===== config.mk =====
export PLATFORM = sky130hd
export DESIGN_NAME = sha256_padder
export DESIGN_NICKNAME = d
export VERILOG_FILES = /design/src/rtl/sha256_pkg.sv /design/src/rtl/sha256_padder.sv
export SDC_FILE = /design/constraint.sdc
export NUM_CORES = 1
export LEC_CHECK = 0
export CAP_MARGIN = 20
export CORE_ASPECT_RATIO = 1.75
export CORE_UTILIZATION = 45
export CTS_BUF_LIST = sky130_fd_sc_hd__clkbuf_4
export DETAILED_ROUTE_END_ITERATION = 8
export DONT_BUFFER_PORTS = 1
export PLACE_DENSITY = 0.58
export SYNTH_ARGS = -nofsm -noshare
export SYNTH_HDL_FRONTEND = slang
export SYNTH_SLANG_ARGS = --single-unit

===== constraint.sdc =====
create_clock -name clk -period 4.6 [get_ports clk]
set_input_delay 0.69 -clock clk [delete_from_list [all_inputs] [get_ports clk]]
set_output_delay 0.69 -clock clk [all_outputs]
set_load 0.005 [all_outputs]

===== src/rtl/sha256_pkg.sv =====
// Shared SHA-256 definitions: block geometry, padding marker word and the
// padder state encoding (also used by the engine bench).
package sha256_pkg;

  localparam int          SHA256_BLK_WORDS = 16;
  localparam logic [31:0] SHA256_PAD_WORD  = 32'h8000_0000;

  typedef enum logic [2:0] {
    IDLE = 3'd0,
    DATA = 3'd1,
    PAD  = 3'd2,
    FILL = 3'd3,
    DONE = 3'd4
  } padder_state_e;

  // Clamp a last-word byte count to 0..4 (codes 5..7 mean a full word).
  function automatic logic [2:0] sat_nbytes(input logic [2:0] n);
    return (n > 3'd4) ? 3'd4 : n;
  endfunction

  // Last word with fewer than 4 bytes: keep the leading n bytes, put the
  // 0x80 marker in byte n and zero everything after it.
  function automatic logic [31:0] pad_last_word(input logic [31:0] dat,
                                                input logic [2:0]  n);
    logic [31:0] w;
    case (n)
      3'd0:    w = SHA256_PAD_WORD;
      3'd1:    w = {dat[31:24], 8'h80, 16'h0000};
      3'd2:    w = {dat[31:16], 8'h80, 8'h00};
      3'd3:    w = {dat[31:8], 8'h80};
      default: w = dat;
    endcase
    return w;
  endfunction

endpackage


===== src/rtl/sha256_padder.sv =====
// SHA-256 message padder: passes the raw word stream straight into the
// engine FIFO, then appends the 0x80 marker, zero fill and the 64-bit bit
// length so that only whole 16-word blocks are ever written.
module sha256_padder
  import sha256_pkg::*;
#(
  parameter int BLKCNT_W = 16
) (
  input  logic                clk,
  input  logic                rstn,
  input  logic                start_i,
  input  logic                in_vld_i,
  output logic                in_rdy_o,
  input  logic [31:0]         in_dat_i,
  input  logic                in_last_i,
  input  logic [2:0]          in_nbytes_i,
  input  logic                fifo_full_i,
  output logic                out_wr_en_o,
  output logic [31:0]         out_dat_o,
  output logic                busy_o,
  output logic                done_o,
  output logic [BLKCNT_W-1:0] blocks_o,
  output logic [63:0]         msglen_o
);

  padder_state_e       state_q;
  logic [3:0]          wcnt_q;
  logic [60:0]         bytecnt_q;
  logic                len_ok_q;
  logic [BLKCNT_W-1:0] blocks_q;
  logic                busy_q;
  logic                done_q;

  logic                word_avail;
  logic [31:0]         word_dat;
  logic                marker_word;
  logic                wr;
  logic [2:0]          nbytes_sat;
  logic [3:0]          wcnt_d;
  logic [60:0]         bytecnt_d;

  assign nbytes_sat = sat_nbytes(in_nbytes_i);
  assign msglen_o   = {bytecnt_q, 3'b000};
  assign wcnt_d     = wcnt_q + 4'd1;
  assign bytecnt_d  = bytecnt_q + (in_last_i ? 61'(nbytes_sat) : 61'd4);

  // Select the word offered to the FIFO this cycle and whether it carries 0x80.
  always_comb begin
    word_avail  = 1'b0;
    word_dat    = 32'h0;
    marker_word = 1'b0;
    case (state_q)
      DATA: begin
        word_avail  = in_vld_i;
        word_dat    = in_last_i ? pad_last_word(in_dat_i, nbytes_sat) : in_dat_i;
        marker_word = in_last_i && (nbytes_sat != 3'd4);
      end
      PAD: begin
        word_avail  = 1'b1;
        word_dat    = SHA256_PAD_WORD;
        marker_word = 1'b1;
      end
      FILL: begin
        word_avail = 1'b1;
        if (len_ok_q && wcnt_q == 4'd14)      word_dat = msglen_o[63:32];
        else if (len_ok_q && wcnt_q == 4'd15) word_dat = msglen_o[31:0];
        else                                  word_dat = 32'h0;
      end
      default: ;
    endcase
  end

  assign wr          = word_avail & ~fifo_full_i;
  assign out_wr_en_o = wr;
  assign out_dat_o   = word_dat;
  assign in_rdy_o    = (state_q == DATA) & ~fifo_full_i;
  assign busy_o      = busy_q;
  assign done_o      = done_q;
  assign blocks_o    = blocks_q;

  // Padder FSM with slot/byte/block counters and registered status outputs.
  always_ff @(posedge clk) begin
    if (!rstn) begin
      state_q   <= IDLE;
      wcnt_q    <= 4'd0;
      bytecnt_q <= 61'd0;
      len_ok_q  <= 1'b0;
      blocks_q  <= '0;
      busy_q    <= 1'b0;
      done_q    <= 1'b0;
    end else begin
      case (state_q)
        IDLE, DONE: begin
          if (start_i) begin
            state_q   <= DATA;
            wcnt_q    <= 4'd0;
            bytecnt_q <= 61'd0;
            len_ok_q  <= 1'b0;
            blocks_q  <= '0;
            busy_q    <= 1'b1;
            done_q    <= 1'b0;
          end
        end
        default: begin
          if (wr) begin
            wcnt_q <= wcnt_d;
            if (wcnt_q == 4'd15 && blocks_q != '1)
              blocks_q <= blocks_q + BLKCNT_W'(1);
            // Length fits once the marker sits in slots 0..13, or after the
            // block holding a late marker has been closed by a wrap.
            if ((marker_word && wcnt_q <= 4'd13) ||
                (wcnt_q == 4'd15 && (marker_word || state_q == FILL)))
              len_ok_q <= 1'b1;
            case (state_q)
              DATA: begin
                bytecnt_q <= bytecnt_d;
                if (in_last_i)
                  state_q <= (nbytes_sat == 3'd4) ? PAD : FILL;
              end
              PAD: state_q <= FILL;
              FILL: begin
                if (len_ok_q && wcnt_q == 4'd15) begin
                  state_q <= DONE;
                  busy_q  <= 1'b0;
                  done_q  <= 1'b1;
                end
              end
              default: ;
            endcase
          end
        end
      endcase
    end
  end

endmodule

==> results.md <==
* **iteration-0 DRC count of the detailed router** 275
* **highest clock rate** 0.2725 GHz
* **pwr/cell area** 267.9 nW/um2
* **critical path arrival** 2980 ps
* **most frequent cells after synthesis** dfxtp_1, a21oi_1, nand2_1
* **flip-flop cell with the highest count after synthesis** dfxtp_1
* **count of input and output buffers** 0
* **simple-gate portion of the synthesized area** 28.91%
* **GRT Resource Usage Total** 26.35%
* **Post-route DRC** 0
* **Seq/Total Area, Yosys** 34.93%
* **tightest slew margin relative to the limit** 31.97%
* **number of fill cells** 1103
* **maximum single-stage delay on the critical path** 790 ps
* **Tot Pwr** 1.388 mW
* **clock-pin slew on the worst setup and hold paths** 130 ps
* **Std-Cell Core Area** 10760 um2
* **count of flip-flops with a built-in enable after synthesis** 0
* **class of the most critical setup path** reg2out
* **crit path launch type** flip-flop
* **Hold Violations, Final** 0
* **share of the synthesized area in the top cell type** 34.93%
* **power share of the clock group** 34.6%
* **cells along the critical path** nand2b_1 -> nor3_1 -> and2_1 -> a22oi_1 -> o21ai_0
* **HPWL after detailed placement** 11.10 mm
* **share of total power in combinational logic** 9.8%
* **Cell Area, Placed** 5034 um2
* **remaining antenna violation count after routing** 0
* **deepest clock path buffer count** 2
* **vias in the first global route** 4537
* **post-synthesis instance total** 631
* **Final setup violation count** 0
* **data required time of the worst path** 3910 ps
* **Final GP Congestion** 0.8238
* **floorplan die height** 141.3 um
* **Root Buffer** clkbuf_4
* **register bit count reported by yosys** 87
* **fin nets** 660
* **final period utilization** 79.78%
* **shortest period the worst path allows** 3670 ps
* **starting density of the core** 46.34%
* **synth-to-layout area growth** 3.965%
* **global-route wire length before repair** 23.27 mm
* **Adder-Cell Fraction of Synth Area** 2.409%
* **total of max-cap violations** 0
* **Pleak** 1.711 nW
* **buffer count from post-CTS setup fixing** 0
* **fin area** 5184 um2
* **syn avg cell area** 7.902 um2
* **internal reg-to-reg setup slack** 1530 ps
* **final count of pins violating max slew** 0
* **area fraction in compound gates after synthesis** 22.61%
* **largest driver fanout on the critical path** 23
* **Final Core Density** 48.17%
* **die width** 81.57 um
* **Worst Setup End Kind** output port
* **later-pin clock latency in the skew report** 460 ps
* **ratio of routed vias to standard cells** 6.457
* **hold buffer count at cts** 0
* **Site Rows** 50
* **clock tree sinks** 87
* **switching share of power** 26.51%
* **portion of total power attributed to sequential cells** 55.6%
* **multiplexer area fraction after synthesis** 0.4266%
* **Peak VDD IR** 0.1750 mV
* **placed cells** 729
* **wirelength, routed** 14.77 mm
* **total gr overflow** 0
* **total die area** 11520 um2
* **most used standard cell by instance count after synthesis** dfxtp_1
* **main combinational cell family by area after synthesis** simple AND/OR/NAND/NOR gates
* **Layout Cells excl Fill** 744
* **setup repair after global routing missed its margin** no
* **share of synthesized registers carrying an async set or reset** 0%
* **H-Tree Depth** 3
* **post-synthesis share of cell area spent on xor and xnor gates** 4.743%
* **share of final-layout standard cells stronger than drive strength 1** 5.057%
* **post-cts resize count** 0
* **worst-case clock skew** 22.06 ps
* **net load switching power** 0.3681 mW
* **Internal Pwr Total** 1.020 mW
* **biggest area contributors in the synthesized netlist** dfxtp_1, a21oi_1, nand2_1
* **outcome** complete, no violations
* **hold crit path type** in2reg
* **ports placed on the boundary** 157
* **First-pass DRT Iterations** 9
* **CTS buffer count** 9
* **top cell type by total area after synthesis** dfxtp_1
* **vias after detailed routing** 4804
* **cell with the biggest individual delay on the critical path** and2_1
* **routed len/inst** 19.85 um
* **count of different cell masters after synthesis** 54
* **maximum number of pins on one net before global-route repair** 52
* **actual transition at the worst max-transition pin** 1017 ps
* **TritonCTS clock tree** built
* **Setup Total Neg Slack** 0 ps
* **number of antenna violations at the first check in global routing** 1
* **post-synth design cell area** 4986 um2
* **number of synthesis warnings** 0
-- power groups by stage --
stage | Combinational, mW | Sequential [mW] | Clock, mW
after global placement | 0.134 | 0.788 | 0
after floorplan | 0.111 | 0.781 | 0
after CTS | 0.137 | 0.771 | 0.493
after global routing | 0.153 | 0.774 | 0.524
after detailed placement | 0.136 | 0.788 | 0
final | 0.136 | 0.771 | 0.481
-- cells by family after synthesis --
family | Yosys count
buffers and inverters | 74
AO/OA/AOI/OAI | 167
flip-flops | 87
multiplexers | 2
XOR/XNOR | 27
adder cells (fa/ha/maj) | 9
AND/OR/NAND/NOR | 264
other | 1
-- final timing paths --
path	from	to	cells past startpoint
worst min register to register	done_o	done_o	2
worst min-delay path	rstn	wcnt_q[0]	1
worst max-delay path	state_q[0]	out_dat_o[31]	5
worst max register to register	bytecnt_q[2]	bytecnt_q[49]	6
-- state kept, by name (all words and copies together) (netlist names) --
signal,count
len_ok_q,1
busy_o,1
blocks_o,16
bytecnt_q,61
wcnt_q,4
state_q,3
done_o,1
-- stage by stage --
stage / setup slack (ps) / hold slack, ps
final: 930.0 / 356.3
after global routing: 646.9 / 312.0
after CTS: 958.0 / 328.3
after detailed placement: 755.8 / 477.0
after global placement: 929.0 / 468.9
after floorplan: 1658 / 443.7
-- critical path: cells and delay by family (launching register included) --
family	cells	cell delay, ps
and+or+nand+nor	3	1320
DFF	1	690
AOI/OAI and AO/OA	2	510
-- metal layers --
metal / routed length (um) / global-route usage, % / up-vias
met3: 839 / 6.688 / 43
met4: 582 / 12.10 / 0
met2: 7624 / 45.92 / 154
met1: 5725 / 29.14 / 2290
li1: - / - / 2317
met5: 0 / 0 / -
-- cell usage in the layout (no fill, tap or decap), drive strengths merged, types with 5 or more instances in the layout --
| cell type | count |
|---|---|
| nand4 | 25 |
| nor3 | 12 |
| and4 | 8 |
| o31ai | 26 |
| buf | 5 |
| nor2b | 5 |
| nand3 | 32 |
| xor2 | 17 |
| or3 | 19 |
| nor4 | 5 |
| a222oi | 18 |
| nand2 | 58 |
| a21oi | 58 |
| and3 | 7 |
| ha | 8 |
| nor2 | 45 |
| dfxtp | 87 |
| a21boi | 7 |
| a22oi | 10 |
| inv | 35 |
| or4 | 28 |
| o21ai | 27 |
| clkbuf | 10 |
| and2 | 9 |
| xnor2 | 10 |
-- cell type report --
class,count,area (um2),area share (%)
clock inverter,4,72.57,1.400
antenna,1,2.502,0.04827
inverter,35,131.4,2.534
clock buffer,10,75.07,1.448
multi-input combinational,472,2960,57.11
tap,130,162.7,3.138
timing repair buffer,5,37.54,0.7241
sequential,87,1742,33.60
(Power assumes the default switching activity.)
